**src/rtl/vedic_mult_pkg.sv**
```systemverilog
// Shared types and helpers for the iterative Vedic multiplier.
// The magnitude helper works on a wide zero-extended operand; callers keep the low bits.
package vedic_mult_pkg;

    localparam int DIGIT_W  = 8;
    localparam int MAX_OP_W = 512;

    typedef enum logic [1:0] {
        IDLE = 2'd0,
        MUL  = 2'd1,
        DONE = 2'd2
    } state_t;

    // The low `width` bits of the result are |op|. For op = -2^(width-1) the result
    // is 2^(width-1), which is still representable as a width-bit unsigned value.
    function automatic logic [MAX_OP_W-1:0] magnitude(
        input logic [MAX_OP_W-1:0] op,
        input int unsigned         width,
        input logic                is_signed
    );
        if (is_signed && op[width-1]) begin
            return -op;
        end
        return op;
    endfunction

endpackage

```
**src/rtl/vedic_mult_8bit.sv**
```systemverilog
// Combinational 8x8 unsigned Vedic (Urdhva-Tiryagbhyam) multiplier,
// built recursively from 2x2 and 4x4 blocks.
module vedic_mult_8bit (
    input  logic [7:0]  a_i,
    input  logic [7:0]  b_i,
    output logic [15:0] p_o
);

    function automatic logic [3:0] vedic2(input logic [1:0] x, input logic [1:0] y);
        logic [3:0] r;
        logic       t1;
        logic       t2;
        logic       t3;
        logic       c;
        t1   = x[1] & y[0];
        t2   = x[0] & y[1];
        t3   = x[1] & y[1];
        c    = t1 & t2;
        r[0] = x[0] & y[0];
        r[1] = t1 ^ t2;
        r[2] = t3 ^ c;
        r[3] = t3 & c;
        return r;
    endfunction

    function automatic logic [7:0] vedic4(input logic [3:0] x, input logic [3:0] y);
        logic [3:0] q0;
        logic [3:0] q1;
        logic [3:0] q2;
        logic [3:0] q3;
        q0 = vedic2(x[1:0], y[1:0]);
        q1 = vedic2(x[3:2], y[1:0]);
        q2 = vedic2(x[1:0], y[3:2]);
        q3 = vedic2(x[3:2], y[3:2]);
        return 8'(q0) + (8'(q1) << 2) + (8'(q2) << 2) + (8'(q3) << 4);
    endfunction

    logic [7:0] p_ll;
    logic [7:0] p_hl;
    logic [7:0] p_lh;
    logic [7:0] p_hh;

    always_comb begin
        p_ll = vedic4(a_i[3:0], b_i[3:0]);
        p_hl = vedic4(a_i[7:4], b_i[3:0]);
        p_lh = vedic4(a_i[3:0], b_i[7:4]);
        p_hh = vedic4(a_i[7:4], b_i[7:4]);
        p_o  = 16'(p_ll) + (16'(p_hl) << 4) + (16'(p_lh) << 4) + (16'(p_hh) << 8);
    end

endmodule

```
**src/rtl/vedic_mult_iter.sv**
```systemverilog
// Iterative WIDTH x WIDTH multiplier: one 8x8 Vedic core reused over all digit pairs,
// with signed/unsigned mode and valid/ready handshakes on both sides.
//
// state | meaning
// IDLE  | in_ready high, waiting for an operand request
// MUL   | one digit pair multiplied and accumulated per cycle
// DONE  | result held on out until out_ready
module vedic_mult_iter
    import vedic_mult_pkg::*;
#(
    parameter int WIDTH = 32
) (
    input  logic               clk,
    input  logic               rst,
    input  logic               in_valid,
    output logic               in_ready,
    input  logic [WIDTH-1:0]   a,
    input  logic [WIDTH-1:0]   b,
    input  logic               signed_mode,
    output logic               out_valid,
    input  logic               out_ready,
    output logic [2*WIDTH-1:0] out,
    output logic               busy
);

    localparam int N      = WIDTH / DIGIT_W;
    localparam int IDX_W  = (N > 1) ? $clog2(N) : 1;
    localparam int PROD_W = 2 * WIDTH;

    if ((WIDTH % DIGIT_W) != 0 || WIDTH < DIGIT_W || WIDTH > MAX_OP_W / 2) begin : g_width_check
        $error("vedic_mult_iter: WIDTH must be a multiple of 8, at least 8 and at most 256");
    end

    state_t              state_q;
    logic [WIDTH-1:0]    ma_q;
    logic [WIDTH-1:0]    mb_q;
    logic                neg_q;
    logic [IDX_W-1:0]    i_q;
    logic [IDX_W-1:0]    j_q;
    logic [PROD_W-1:0]   acc_q;
    logic [PROD_W-1:0]   out_q;
    logic                out_valid_q;
    logic                in_ready_q;
    logic                busy_q;

    logic [WIDTH-1:0]    ma_d;
    logic [WIDTH-1:0]    mb_d;
    logic                neg_d;
    logic [DIGIT_W-1:0]  digit_a;
    logic [DIGIT_W-1:0]  digit_b;
    logic [2*DIGIT_W-1:0] pp;
    logic [PROD_W-1:0]   acc_d;
    logic [PROD_W-1:0]   res_d;
    logic                j_last;
    logic                i_last;

    vedic_mult_8bit u_core (
        .a_i (digit_a),
        .b_i (digit_b),
        .p_o (pp)
    );

    always_comb begin
        ma_d    = WIDTH'(magnitude(MAX_OP_W'(a), WIDTH, signed_mode));
        mb_d    = WIDTH'(magnitude(MAX_OP_W'(b), WIDTH, signed_mode));
        neg_d   = signed_mode & (a[WIDTH-1] ^ b[WIDTH-1]);
        digit_a = ma_q[DIGIT_W*i_q +: DIGIT_W];
        digit_b = mb_q[DIGIT_W*j_q +: DIGIT_W];
        acc_d   = acc_q + (PROD_W'(pp) << (DIGIT_W * (32'(i_q) + 32'(j_q))));
        // Final negation wraps mod 2^PROD_W, which is the two's-complement product.
        res_d   = neg_q ? -acc_d : acc_d;
        j_last  = (j_q == IDX_W'(N - 1));
        i_last  = (i_q == IDX_W'(N - 1));
    end

    always_ff @(posedge clk) begin
        if (rst) begin
            state_q     <= IDLE;
            ma_q        <= '0;
            mb_q        <= '0;
            neg_q       <= 1'b0;
            i_q         <= '0;
            j_q         <= '0;
            acc_q       <= '0;
            out_q       <= '0;
            out_valid_q <= 1'b0;
            in_ready_q  <= 1'b1;
            busy_q      <= 1'b0;
        end else begin
            case (state_q)
                IDLE: begin
                    if (in_valid) begin
                        ma_q       <= ma_d;
                        mb_q       <= mb_d;
                        neg_q      <= neg_d;
                        acc_q      <= '0;
                        i_q        <= '0;
                        j_q        <= '0;
                        in_ready_q <= 1'b0;
                        busy_q     <= 1'b1;
                        state_q    <= MUL;
                    end
                end
                MUL: begin
                    acc_q <= acc_d;
                    if (i_last && j_last) begin
                        out_q       <= res_d;
                        out_valid_q <= 1'b1;
                        i_q         <= '0;
                        j_q         <= '0;
                        state_q     <= DONE;
                    end else if (j_last) begin
                        j_q <= '0;
                        i_q <= i_q + 1'b1;
                    end else begin
                        j_q <= j_q + 1'b1;
                    end
                end
                DONE: begin
                    if (out_ready) begin
                        out_valid_q <= 1'b0;
                        in_ready_q  <= 1'b1;
                        busy_q      <= 1'b0;
                        state_q     <= IDLE;
                    end
                end
                default: begin
                    out_valid_q <= 1'b0;
                    in_ready_q  <= 1'b1;
                    busy_q      <= 1'b0;
                    state_q     <= IDLE;
                end
            endcase
        end
    end

    assign in_ready  = in_ready_q;
    assign out_valid = out_valid_q;
    assign out       = out_q;
    assign busy      = busy_q;

endmodule

```
**config.mk**
```make
export PLATFORM = sky130hd
export DESIGN_NAME = vedic_mult_iter
export DESIGN_NICKNAME = d
export VERILOG_FILES = /design/src/rtl/vedic_mult_pkg.sv /design/src/rtl/vedic_mult_8bit.sv /design/src/rtl/vedic_mult_iter.sv
export SDC_FILE = /design/constraint.sdc
export NUM_CORES = 1
export LEC_CHECK = 0
export CAP_MARGIN = 10
export CORE_UTILIZATION = 50
export CTS_CLUSTER_DIAMETER = 80
export DETAILED_ROUTE_END_ITERATION = 8
export PLACE_DENSITY = 0.7
export REMOVE_ABC_BUFFERS = 1
export SYNTH_ARGS = -nofsm -noshare
export SYNTH_HDL_FRONTEND = slang
export SYNTH_HIERARCHICAL = 1
export SYNTH_SLANG_ARGS = --single-unit
```
**constraint.sdc**
```tcl
create_clock -name clk -period 12.9 [get_ports clk]
set_input_delay 2.58 -clock clk [delete_from_list [all_inputs] [get_ports clk]]
set_output_delay 2.58 -clock clk [all_outputs]
set_load 0.1 [all_outputs]
```
==> flow_summary.yaml <==
setup_path:
  r2r_start: "i_q[1]$_SDFFE_PP0P_"
  critical_path.endpoint_type: "flop"
  critical_path.most_common_cell: "ha_1"
  timing.critical_path.slowest_stage_cell: "mux4_2"
  worstReg2RegEnd: "out[62]$_SDFFE_PP0P_"
  critical_path_class: "reg -> reg"
  largest_stage_delay_worst_path_ns: 0.66
  worstRegToRegCells: 37
  rrSetupSlack_ns: 1.09
  timing.critical_path.fanout_max: 11
  critPathLaunchType: "flop"
  arrival_ns: 12.25
  critical_path_required_ns: 13.34
final_layout:
  post-route-util: 0.5779
  antenna_cells: 0
  fin_cells: 2840
  layout.nets: 2600
  area.growth.synth_to_final_pct: 13.11
  drive_above_1_share: 0.05241
  final_design_area_no_fill_um2: 20060
drt:
  firstDrtPassIters: 6
  routed_wirelength_um: 56320
  route.vias.total: 17200
  met2RoutedLength_um: 26790
  route.detailed.wl_per_inst_um: 19.83
  detailedRoute.firstIterationViolations: 1331
  detailroute.wirelength.met3_um: 3012
  ant_nets: 0
  drt-met1-wl_um: 24610
  drt_drc_violations_left: 0
  dr.max_layer_used: "met4"
  route.detailed.vias_per_inst: 6.055
clock_network:
  cts_max_level: 1
  clk-insertion-delay-late_ns: 0.55
  cts_setup_buffers: 0
  cts_resized: 0
  clockBufferDepth: 3
  clock_tree.root_cell: "clkbuf_16"
  numCtsBuffers: 24
  clock-sinks: 202
  clk_pin_slew_ns: 0.06
  cts-hold-fix-buffers: 0
  cts_tree: "yes"
yosys:
  synth-edff-count: 0
  ys_top_cells_by_count: "310 x nor2_1, 210 x nand2_1, 202 x dfxtp_1"
  syn-instance-count: 2326
  postSynthRegisterBits: 202
  synth-warning-count: 6
  synth.yosys.seq_area_share: 0.2280
  synth_top_area_cell: "dfxtp_1"
  synth-main-ff-cell: "dfxtp_1"
  netlist.area_leader.share: 0.2280
  postSynth.asyncResetShare: 0
  per_instance_average_area_after_synthesis_um2: 7.624
  syn-cell-area_um2: 17730
  synth.distinct_cells: 95
  netlist_top_cells_area: "dfxtp_1 23%, ha_1 9.5%, nor2_1 6.6%"
  synth_most_common_cell: "nor2_1"
placement:
  buffer_ports.inserted: 135
  placed_area_um2: 19250
  detailedPlacementHpwl_um: 43770
  finalWeightedCongestion: 1.020
  placedCellCount: 2797
timing:
  worst_clock_skew_ns: 0.01441
  relSlewSlack: 0.1910
  final-hold-violation-count: 0
  final-setup-viol-count: 0
  final_period_util: 0.9155
  fin_setup_tns_ns: 0
  final-max-slew-violation-count: 0
  final_period_minus_worst_setup_slack_ns: 11.81
  tightestPinTransition_ns: 1.180
  rsz_0062_raised_after_global_routing: "false"
  max_freq_mhz: 84.67
grt:
  grt_resource_usage_total: 0.3059
  antenna_found_initial: 0
  grt_ovf: 0
  grt_pass1_wl_um: 87530
  grt_pass1_vias: 16070
  largest_net_degree_at_the_start_of_global_routing: 111
pwr:
  static-leakage-power_nw: 8.051
  power.net_switching_mw: 0.5851
  clock_power_share: 0.389
  power_report.internal_total_mw: 1.231
  p_sw_frac: 0.3222
  fin_total_pwr_mw: 1.816
  seq_power_share: 0.365
  power_per_cell_area_nw_per_um2: 90.52
  worst_ir_drop_vdd_uv: 105.3
  combinationalPowerShare: 0.247
die:
  num_rows: 68
  floorplan.die.height_um: 190.3
  core-area_um2: 34710
  die_x_um: 190.3
  start_util: 0.5109
  pin_count: 136
  dieArea_um2: 36230
worst_hold_path:
  hold_path_class: "reg -> reg"
  min_delay_path_depth: 2
  min_delay_endpoint: "out[44]$_SDFFE_PP0P_"
  worstHoldStart: "out[44]$_SDFFE_PP0P_"
job:
  cap_viol_max_count: 0
outcome:
  run_status: "completed"
## through the flow
stage                     setup WS [ns]  hold WS (ns)
after detailed placement          1.267        0.4504
after global routing             0.6177        0.4672
final                             1.090        0.4517
after global placement            1.318        0.4384
after CTS                         1.211        0.4585
after floorplan                   2.706        0.4271
## cell families (layout without fill, tap and decap cells)
| kind of cell | Yosys count | in the layout | share of synthesized area |
|---|---|---|---|
| AO/OA/AOI/OAI | 629 | 629 | 0.2361 |
| adder cells (fa/ha/maj) | 163 | 163 | 0.1269 |
| XOR/XNOR | 186 | 186 | 0.09186 |
| AND/OR/NAND/NOR | 892 | 892 | 0.2404 |
| flip-flops | 202 | 202 | 0.2280 |
| buffers and inverters | 228 | 287 | 0.05080 |
| multiplexers | 26 | 26 | 0.02603 |
## routing by layer
metal,vias to the layer above,track usage
met5,-,0
met4,0,0.1148
met3,103,0.03386
met2,569,0.5330
met1,8087,0.3860
li1,8437,-
## worst max-delay path: cells and delay by family, from the launching register on
kind	cells	cell delay, ns
AND/OR/NAND/NOR	9	2.95
AO/OA/AOI/OAI	11	2.90
adder cells (fa/ha/maj)	8	2.83
multiplexers	2	1.28
XOR/XNOR	5	1.02
flip-flops	1	0.59
buffers and inverters	2	0.12
## cells in the final DEF, fill, tap and decap left out, types with 83 or more instances in the layout
cell type        instances
nor2_1                 310
nand2_1                209
dfxtp_1                201
a21oi_1                181
ha_1                   135
clkdlybuf4s50_1        134
a211oi_1               119
xnor2_1                 96
inv_1                   92
xor2_1                  90
nand3_1                 83
## sequential cells by signal, summed over array words and instances, names as in the netlist
| register | cells |
|---|---|
| j_q | 2 |
| busy | 1 |
| mb_q | 32 |
| state_q | 2 |
| acc_q | 64 |
| ma_q | 32 |
| out | 64 |
| i_q | 2 |
| out_valid | 1 |
| in_ready | 1 |
| neg_q | 1 |
## layout make-up
| class | instances | area [um2] |
|---|---|---|
| Fill cell | 3309 | 14650 |
| Multi-Input combinational cell | 1896 | 12810 |
| Sequential cell | 202 | 4045 |
| Timing Repair Buffer | 152 | 1478 |
| Clock buffer | 35 | 713.2 |
| Tap cell | 455 | 569.3 |
| Inverter | 92 | 345.3 |
| Clock inverter | 8 | 97.59 |
## power by group through the flow
stage | Sequential [mW] | Combinational [mW] | Clock (mW)
after floorplan | 0.673 | 0.282 | 0
after global placement | 0.675 | 0.434 | 0
after detailed placement | 0.676 | 0.439 | 0
after CTS | 0.662 | 0.442 | 0.717
after global routing | 0.664 | 0.484 | 0.742
final | 0.662 | 0.448 | 0.705
## worst max path at each step
stage                              startpoint                    to  slack (ns)  depth (start not counted)
after floorplan           j_q[0]$_SDFFE_PP0P_  out[62]$_SDFFE_PP0P_        2.71                         38
after global placement    i_q[1]$_SDFFE_PP0P_  out[62]$_SDFFE_PP0P_        1.32                         38
after detailed placement  i_q[1]$_SDFFE_PP0P_  out[62]$_SDFFE_PP0P_        1.27                         37
after CTS                 i_q[1]$_SDFFE_PP0P_  out[62]$_SDFFE_PP0P_        1.21                         37
after global routing      i_q[1]$_SDFFE_PP0P_  out[62]$_SDFFE_PP0P_        0.62                         37
final                     i_q[1]$_SDFFE_PP0P_  out[62]$_SDFFE_PP0P_        1.09                         37
No activity file was read; power rests on OpenSTA's default activity.
